[config.mk]
export PLATFORM = sky130hd
export DESIGN_NAME = wb_regfile
export DESIGN_NICKNAME = d
export VERILOG_FILES = /design/src/rtl/wb_regfile_pkg.sv /design/src/rtl/wb_regfile_load_align.sv /design/src/rtl/wb_regfile.sv
export SDC_FILE = /design/constraint.sdc
export NUM_CORES = 2
export LEC_CHECK = 0
export BUFFER_PORTS_ARGS = -buffer_cell sky130_fd_sc_hd__buf_2
export CAP_MARGIN = 20
export CORE_UTILIZATION = 62
export CTS_BUF_LIST = sky130_fd_sc_hd__clkbuf_8 sky130_fd_sc_hd__clkbuf_16
export DETAILED_ROUTE_END_ITERATION = 8
export PLACE_DENSITY = 0.91
export SLEW_MARGIN = 20
export SYNTH_ARGS = -nofsm -noshare
export SYNTH_HDL_FRONTEND = slang
export SYNTH_SLANG_ARGS = --single-unit
[constraint.sdc]
create_clock -name clk -period 3.39 [get_ports clk]
set_input_delay 0.339 -clock clk [delete_from_list [all_inputs] [get_ports clk]]
set_output_delay 0.339 -clock clk [all_outputs]
set_load 0.01 [all_outputs]
[src/rtl/wb_regfile_pkg.sv]
// ----------------------------------------------------------------------------
// riscv_wb_pkg
// Shared definitions for the writeback stage and register file of the
// pipelined BRAM core.
//   XLEN         datapath width (only 32 is supported)
//   NREGS        number of architectural registers (x0 hardwired to zero)
//   CNT_W        width of the retired-instruction counter
//   result_src_t writeback result selector encoding
//   F3_*         load funct3 encodings used by the load aligner
//   extendLoad   sign/zero extension of an aligned byte or halfword
// ----------------------------------------------------------------------------
package riscv_wb_pkg;

    localparam int XLEN  = 32;
    localparam int NREGS = 32;
    localparam int CNT_W = 64;

    // Writeback result source, matching the ResultSrcW encoding of the MEM/WB bank
    typedef enum logic [1:0] {
        RES_ALU  = 2'b00,
        RES_LOAD = 2'b01,
        RES_PC4  = 2'b10,
        RES_IMM  = 2'b11
    } result_src_t;

    localparam logic [2:0] F3_LB  = 3'b000;
    localparam logic [2:0] F3_LH  = 3'b001;
    localparam logic [2:0] F3_LW  = 3'b010;
    localparam logic [2:0] F3_LBU = 3'b100;
    localparam logic [2:0] F3_LHU = 3'b101;

    // Extends either the low byte or the full halfword of an already shifted
    // value to XLEN bits, replicating the top bit of the field when signed.
    function automatic logic [XLEN-1:0] extendLoad(
        input logic [15:0] half,
        input logic        isByte,
        input logic        isSigned
    );
        logic [XLEN-1:0] result;
        if (isByte) begin
            result = {{(XLEN-8){isSigned & half[7]}}, half[7:0]};
        end else begin
            result = {{(XLEN-16){isSigned & half[15]}}, half};
        end
        return result;
    endfunction

endpackage

[src/rtl/wb_regfile_load_align.sv]
// ----------------------------------------------------------------------------
// load_align
// Combinational load data aligner. Shifts the raw BRAM word right by the
// byte offset of the access and sign/zero extends the addressed byte or
// halfword. Word loads and the unused funct3 codes pass the raw word through.
// Ports:
//   rawWord_i  raw 32-bit word read from BRAM
//   byteOff_i  address[1:0] of the load
//   funct3_i   load size/sign selector
//   aligned_o  aligned and extended load result
// ----------------------------------------------------------------------------
module load_align
    import riscv_wb_pkg::*;
(
    input  logic [XLEN-1:0] rawWord_i,
    input  logic [1:0]      byteOff_i,
    input  logic [2:0]      funct3_i,
    output logic [XLEN-1:0] aligned_o
);

    logic [15:0] shiftedHalf;

    // Low halfword of the word shifted right by 8*offset. Offset 3 only has
    // one byte left, so the upper byte comes in as zero from the shift.
    always_comb begin
        shiftedHalf = rawWord_i[15:0];
        case (byteOff_i)
            2'd0:    shiftedHalf = rawWord_i[15:0];
            2'd1:    shiftedHalf = rawWord_i[23:8];
            2'd2:    shiftedHalf = rawWord_i[31:16];
            default: shiftedHalf = {8'h00, rawWord_i[31:24]};
        endcase
    end

    // Size/sign selection; anything that is not a byte or halfword load is
    // treated as a full-word load and ignores the offset.
    always_comb begin
        aligned_o = rawWord_i;
        case (funct3_i)
            F3_LB:   aligned_o = extendLoad(shiftedHalf, 1'b1, 1'b1);
            F3_LH:   aligned_o = extendLoad(shiftedHalf, 1'b0, 1'b1);
            F3_LBU:  aligned_o = extendLoad(shiftedHalf, 1'b1, 1'b0);
            F3_LHU:  aligned_o = extendLoad(shiftedHalf, 1'b0, 1'b0);
            F3_LW:   aligned_o = rawWord_i;
            default: aligned_o = rawWord_i;
        endcase
    end

endmodule

[src/rtl/wb_regfile.sv]
// ----------------------------------------------------------------------------
// wb_regfile
// Writeback stage plus architectural register file of the pipelined BRAM
// core. Selects the final result of the instruction in the MEM/WB slot,
// commits it to the 32x32 register file, serves the two ID-stage read ports
// and counts retired instructions.
// Configuration macro:
//   WB_BYPASS_EN  when defined, a read of the register being committed in the
//                 same cycle returns the new value (write-then-read bypass).
// Ports:
//   clk         core clock, rising edge
//   reset       synchronous, active-high
//   ValidW      MEM/WB slot holds a real instruction
//   RegWriteW   instruction writes rd
//   ResultSrcW  result select: ALU / load / PC+4 / immediate
//   Funct3W     load size/sign selector
//   ByteOffW    address[1:0] of the load
//   ALUResultW  ALU result
//   ReadDataW   raw BRAM word
//   PCPlus4W    link value for JAL/JALR
//   ImmExtW     extended immediate
//   RdW         destination register
//   A1, A2      ID-stage read addresses
//   RD1, RD2    read data
//   ResultW     selected writeback value (also the hazard forward path)
//   InstRet     retired-instruction count
// ----------------------------------------------------------------------------
module wb_regfile #(
    parameter int XLEN  = riscv_wb_pkg::XLEN,
    parameter int NREGS = riscv_wb_pkg::NREGS,
    parameter int CNT_W = riscv_wb_pkg::CNT_W
) (
    input  logic             clk,
    input  logic             reset,
    input  logic             ValidW,
    input  logic             RegWriteW,
    input  logic [1:0]       ResultSrcW,
    input  logic [2:0]       Funct3W,
    input  logic [1:0]       ByteOffW,
    input  logic [XLEN-1:0]  ALUResultW,
    input  logic [XLEN-1:0]  ReadDataW,
    input  logic [XLEN-1:0]  PCPlus4W,
    input  logic [XLEN-1:0]  ImmExtW,
    input  logic [4:0]       RdW,
    input  logic [4:0]       A1,
    input  logic [4:0]       A2,
    output logic [XLEN-1:0]  RD1,
    output logic [XLEN-1:0]  RD2,
    output logic [XLEN-1:0]  ResultW,
    output logic [CNT_W-1:0] InstRet
);

    import riscv_wb_pkg::*;

    logic [XLEN-1:0]  rf_q [NREGS];
    logic [XLEN-1:0]  loadData;
    logic             commitWe;
    logic [CNT_W-1:0] instRet_q;
    logic [CNT_W-1:0] instRet_d;

    load_align uLoadAlign (
        .rawWord_i (ReadDataW),
        .byteOff_i (ByteOffW),
        .funct3_i  (Funct3W),
        .aligned_o (loadData)
    );

    // Final result mux. Purely combinational so the hazard unit sees the
    // value in the same cycle; it is computed even for bubbles.
    always_comb begin
        ResultW = ALUResultW;
        case (result_src_t'(ResultSrcW))
            RES_ALU:  ResultW = ALUResultW;
            RES_LOAD: ResultW = loadData;
            RES_PC4:  ResultW = PCPlus4W;
            RES_IMM:  ResultW = ImmExtW;
            default:  ResultW = ALUResultW;
        endcase
    end

    // Only real instructions that write a non-zero rd touch storage.
    assign commitWe = ValidW & RegWriteW & (RdW != 5'd0);

    // Register storage. Reset clears every entry and takes priority over a
    // commit in the same cycle, so an in-flight write is dropped.
    always_ff @(posedge clk) begin
        if (reset) begin
            for (int i = 0; i < NREGS; i++) begin
                rf_q[i] <= '0;
            end
        end else if (commitWe) begin
            rf_q[RdW] <= ResultW;
        end
    end

    // Asynchronous read ports. x0 is forced to zero on the read side, which
    // also covers the bypass path when rd is x0.
`ifdef WB_BYPASS_EN
    always_comb begin
        RD1 = rf_q[A1];
        if (A1 == 5'd0) begin
            RD1 = '0;
        end else if (commitWe && (A1 == RdW)) begin
            RD1 = ResultW;
        end
    end

    always_comb begin
        RD2 = rf_q[A2];
        if (A2 == 5'd0) begin
            RD2 = '0;
        end else if (commitWe && (A2 == RdW)) begin
            RD2 = ResultW;
        end
    end
`else
    always_comb begin
        RD1 = rf_q[A1];
        if (A1 == 5'd0) begin
            RD1 = '0;
        end
    end

    always_comb begin
        RD2 = rf_q[A2];
        if (A2 == 5'd0) begin
            RD2 = '0;
        end
    end
`endif

    // Retired-instruction count: every valid slot counts, whether or not it
    // writes a register. Wraps naturally at all-ones.
    always_comb begin
        instRet_d = instRet_q;
        if (ValidW) begin
            instRet_d = instRet_q + CNT_W'(1);
        end
    end

    always_ff @(posedge clk) begin
        if (reset) begin
            instRet_q <= '0;
        end else begin
            instRet_q <= instRet_d;
        end
    end

    assign InstRet = instRet_q;

endmodule
; ---- Word level (Yosys, flattened, before mapping)
; Memories as Yosys holds them, arrays and structs flattened.
; Cells that the tools add are included.
; Widths: inputs -> output; s select.
[totals]
output_inout_bits = 160
ram_bits = 1024
n_memories = 1
word_cells = 33
register_bits = 64
input_bits = 154
[memory_table]
columns = memory, words, width, rd, rd_ports_with_merged_regs, write_ports, line_no
row1 = rf_q, 32, 32, 2, 0, 32, wb_regfile.sv:55  ; logic [XLEN-1:0] rf_q [NREGS];
[op_classes]
eq_ne = 8
bitwise_logic = 2
addsub = 1
muxes = 13
n_reduce_logical = 7
[op_table]
columns = operator, count
row1 = $pmux 32 s4, 2
row2 = $mux 32, 3
row3 = $add 64x1->64 const B, 1
row4 = $pmux 16 s3, 1
row5 = $reduce_or 32->1, 1
row6 = $logic_not 5->1, 2
row7 = $eq 2x2->1 const B, 3
row8 = $eq 3x3->1 const B, 2
row9 = $mux 1, 6
row10 = $mux 5, 1
row11 = $reduce_bool 5->1, 1
row12 = $eq 2x1->1 const B, 2
row13 = $logic_not 2->1, 2
row14 = $eq 3x1->1 const B, 1
row15 = $logic_not 3->1, 1
row16 = $and 1x1->1, 2

; ---- Depth between registers and ports, before layout
[logic_depth]
ltp_word = 7
depth_mapped = 9
mapped_depth_nobuf = 6

; ---- Cells and area by module
; A second synthesis with hierarchy kept.
[hier_totals]
hier_cells = 4248
area_unflattened_um2 = 55515.7
[by_module_without_submodules]
columns = module, n_inst, seq_area_each_um2, cells_each, area_per_inst_um2
row1 = wb_regfile, 1, 31099.8, 4137, 54753.8
row2 = load_align, 1, 0.0, 111, 762.0

; ---- Worst setup path after synthesis
; Ideal clock, no wire load.
[synth_path]
path_kind = input port to flip-flop
start = in reset
end = mem rf_q[23][0], enable pin
arrival_ns = 2.264
slack_ns = 0.732
n_path_buf = 1
cell_stages = 5
setup_ns = 0.394
cell_sequence = clkbuf_1 > nand2b_1 > nor3_1 > nand3_1 > nand2b_1
[synth_rtl]
columns = element, line_no
row1 = start: declaration, wb_regfile.sv:34  ; input logic reset,
row2 = end: declaration, wb_regfile.sv:55

==> out/qor.yml <==
path_buf_inv: 1
regArea_um2: 32000
syn_avg_cell_area_um2: 12.9
required_ps: 3050
worst_slack_ps: -16.9
fmax_mhz: 294
placed_cell_area_um2: 60900
synth_edf_count: 1024
synth_mux_area_frac: 0.225
seqPwrFrac: 0.497
ys_seq_area_frac: 0.564
drt-initial-drc-count: 10000
clk_pin_slew_worst_paths_ps: 70
synth-simple-area-share: 0.124
fillers: 5253
cts_buffers: 105
crit_arrival_ps: 3070
r2r_start: "InstRet[6]$_SDFFE_PP0P_"
period_share: 1.00
whs_endpoint: "InstRet[1]$_SDFFE_PP0P_"
status: "complete, but fails checks"
p_leak_nw: 23.6
tightest_slew_ps: 1230
r2r_end: "InstRet[52]$_SDFFE_PP0P_"
most-common-layout-cells: "nor2_1, edfxtp_1, mux4_2, mux2i_1, buf_2"
via_per_inst: 7.67
die_area_um2: 92900
p_clk_frac: 0.358
synth_top_family_by_area: "multiplexers"
crit_chain: "mux4_2, mux2i_1, a21oi_1, and3_1, buf_2"
fin_area_um2: 64300
rows: 110
startpoint_type: "register"
rsz0062_at_grt: "false"
grt_antenna_before_repair: 12
violations: "setup timing"
multi_input_area_um2: 23300
period_needed_ps: 3410
vias: 45400
r2r_slack_ps: 620
die_y_um: 305
dpl_worst_slack_ps: 284
combPwrFrac: 0.145
cts-root-buf: "clkbuf_16"
synth-xor-area-share: 0.00509
yosys.area.top_type: "edfxtp_1"
die_w_um: 305
nNetsFinal: 4801
grt_usage: 0.422
final_common_cell: "nor2_1"
vdd_drop_max_mv: 0.430
core_um2: 90400
cts_setup_buffers: 0
grt.overflow.total: 0
cts.sinks: 1088
ctsResizeCount: 0
relSlewSlack: 0.180
first_global_vias: 45200
cts_tree: "yes"
netlist.area_leader.share: 0.541
ys.warnings.count: 0
hp-start: "ValidW"
grt_max_degree: 130
place_congestion: 0.965
syn_inst: 4416
drive_gt1_frac: 0.253
skew_ps: 17.0
synth_compound_area_frac: 0.0505
r2r_cells: 5
path_class: "register to output pin"
async_flop_share: 0
synth_area_um2: 56800
ys_top_cells_by_area: "edfxtp_1, mux4_2, nor2_1"
crit_path_end_kind: "output pin"
portBuffers: 313
hold_buffers: 0
critPathTopFamily: "multiplexers"
hold_violations: 0
power_density_nw_per_um2: 495
ioPinCount: 314
first_pass_iters: 9
slew_viol_final: 0
power.switching_mw: 8.57
p_int_mw: 23.2
crit_fanout: 2
ys_ff_latch: 1088
synth_top_flop_cell: "edfxtp_1"
min_path_type: "input port to register"
synth_fa_ha_area_frac: 0.000220
ant_nets: 0
initial_core_util: 0.628
wl_per_cell_um: 33.4
maxCapViolCount: 0
finalSetupViolCount: 1
worstSkewPairLatency_ps: 710
grt_pass1_wl_mm: 287
cpMaxStageDelayCell: "mux2i_1"
synth.distinct_cells: 52
hold_depth: 3
drc: 0
syn2layout_area_growth_pct: 13.1
dp_hpwl_mm: 122
p_sw_frac: 0.270
ctsHtreeMaxLevel: 3
cts_buffer_depth: 3
wl_mm: 198
max_stage_delay_ps: 740
through the flow:
| step | TNS (ps) | hold WS, ps | utilization | cells | total power, mW |
|---|---|---|---|---|---|
| 4_1_cts | 0 | 78.3 | 0.710 | 5906 | 31.4 |
| 3_3_place_gp | 0 | 467 | 0.674 | 5713 | 20.1 |
| 3_5_place_dp | 0 | 475 | 0.674 | 5715 | 20.3 |
| 5_1_grt | 0 | 103 | 0.710 | 5909 | 32.2 |
| 6_report | -16.9 | 89.9 | 0.711 | 5917 | 31.8 |
| 2_1_floorplan | 0 | 496 | - | 4447 | 18.5 |
flip-flops by register name, summed over array words and instances (netlist names):
signal   count
InstRet     64
rf_q      1024
logic make-up (layout without fill, tap and decap cells):
| logic type | after synthesis | after routing |
|---|---|---|
| mux | 761 | 761 |
| buf+inv | 484 | 767 |
| xor+xnor | 33 | 33 |
| other cells | 1 | 43 |
| flops | 1088 | 1088 |
| fa+ha+maj | 1 | 1 |
| simple gates | 1630 | 1630 |
| compound gates | 418 | 418 |
tightest hold or removal path, cell delays in order:
cell	delay (ps)
buf_2	200
mux2i_1	150
nor2_1	70
how the worst max path moves through the flow:
stage	start	end	slack [ps]	cells past startpoint
6_report	rf_q[15][7]$_SDFFCE_PN0P_	RD1[7]	-20	5
5_1_grt	rf_q[12][7]$_SDFFCE_PN0P_	RD1[7]	60	5
4_1_cts	A1[0]	RD1[30]	260	8
3_5_place_dp	A1[0]	RD1[30]	280	8
3_3_place_gp	ByteOffW[0]	ResultW[31]	290	8
2_1_floorplan	reset	rf_q[23][0]$_SDFFCE_PN0P_	730	5
Yosys cell counts (all sizes together) (18+ instances only):
| library cell | number |
|---|---|
| nor2 | 1105 |
| edfxtp | 1024 |
| mux4 | 409 |
| clkbuf | 355 |
| mux2i | 330 |
| nand2 | 156 |
| a22oi | 101 |
| a21oi | 90 |
| buf | 83 |
| and3 | 74 |
| nand3 | 72 |
| o211ai | 65 |
| dfxtp | 64 |
| nand2b | 58 |
| inv | 45 |
| o22ai | 43 |
| and2 | 38 |
| nand4 | 38 |
| a211oi | 29 |
| o21ai | 25 |
| mux2 | 22 |
| o22a | 19 |
| or3 | 19 |
| nor2b | 18 |
power by group through the flow:
stage / Combinational, mW / Sequential (mW) / Clock [mW]
5_1_grt: 4.67 / 15.8 / 11.7
3_3_place_gp: 4.20 / 15.9 / 0
6_report: 4.62 / 15.8 / 11.4
4_1_cts: 4.39 / 15.8 / 11.3
3_5_place_dp: 4.32 / 16.0 / 0
2_1_floorplan: 2.66 / 15.8 / 0
per-layer routing:
| layer | track usage | wire length [um] | share of wire |
|---|---|---|---|
| met1 | 0.502 | 57000 | 0.29 |
| met2 | 0.651 | 88800 | 0.45 |
| met3 | 0.138 | 33100 | 0.17 |
| met4 | 0.300 | 18900 | 0.096 |
| met5 | 0 | 52 | 0.00026 |
layout make-up:
cell class,instances,share of cell area
Clock inverter,81,0.00882
Inverter,46,0.00269
Multi-Input combinational cell,2875,0.363
Timing Repair Buffer,530,0.0618
Clock buffer,110,0.0421
Antenna cell,11,0.000428
Tap cell,1176,0.0229
Sequential cell,1088,0.499
No activity file was read; power rests on OpenSTA's default activity.
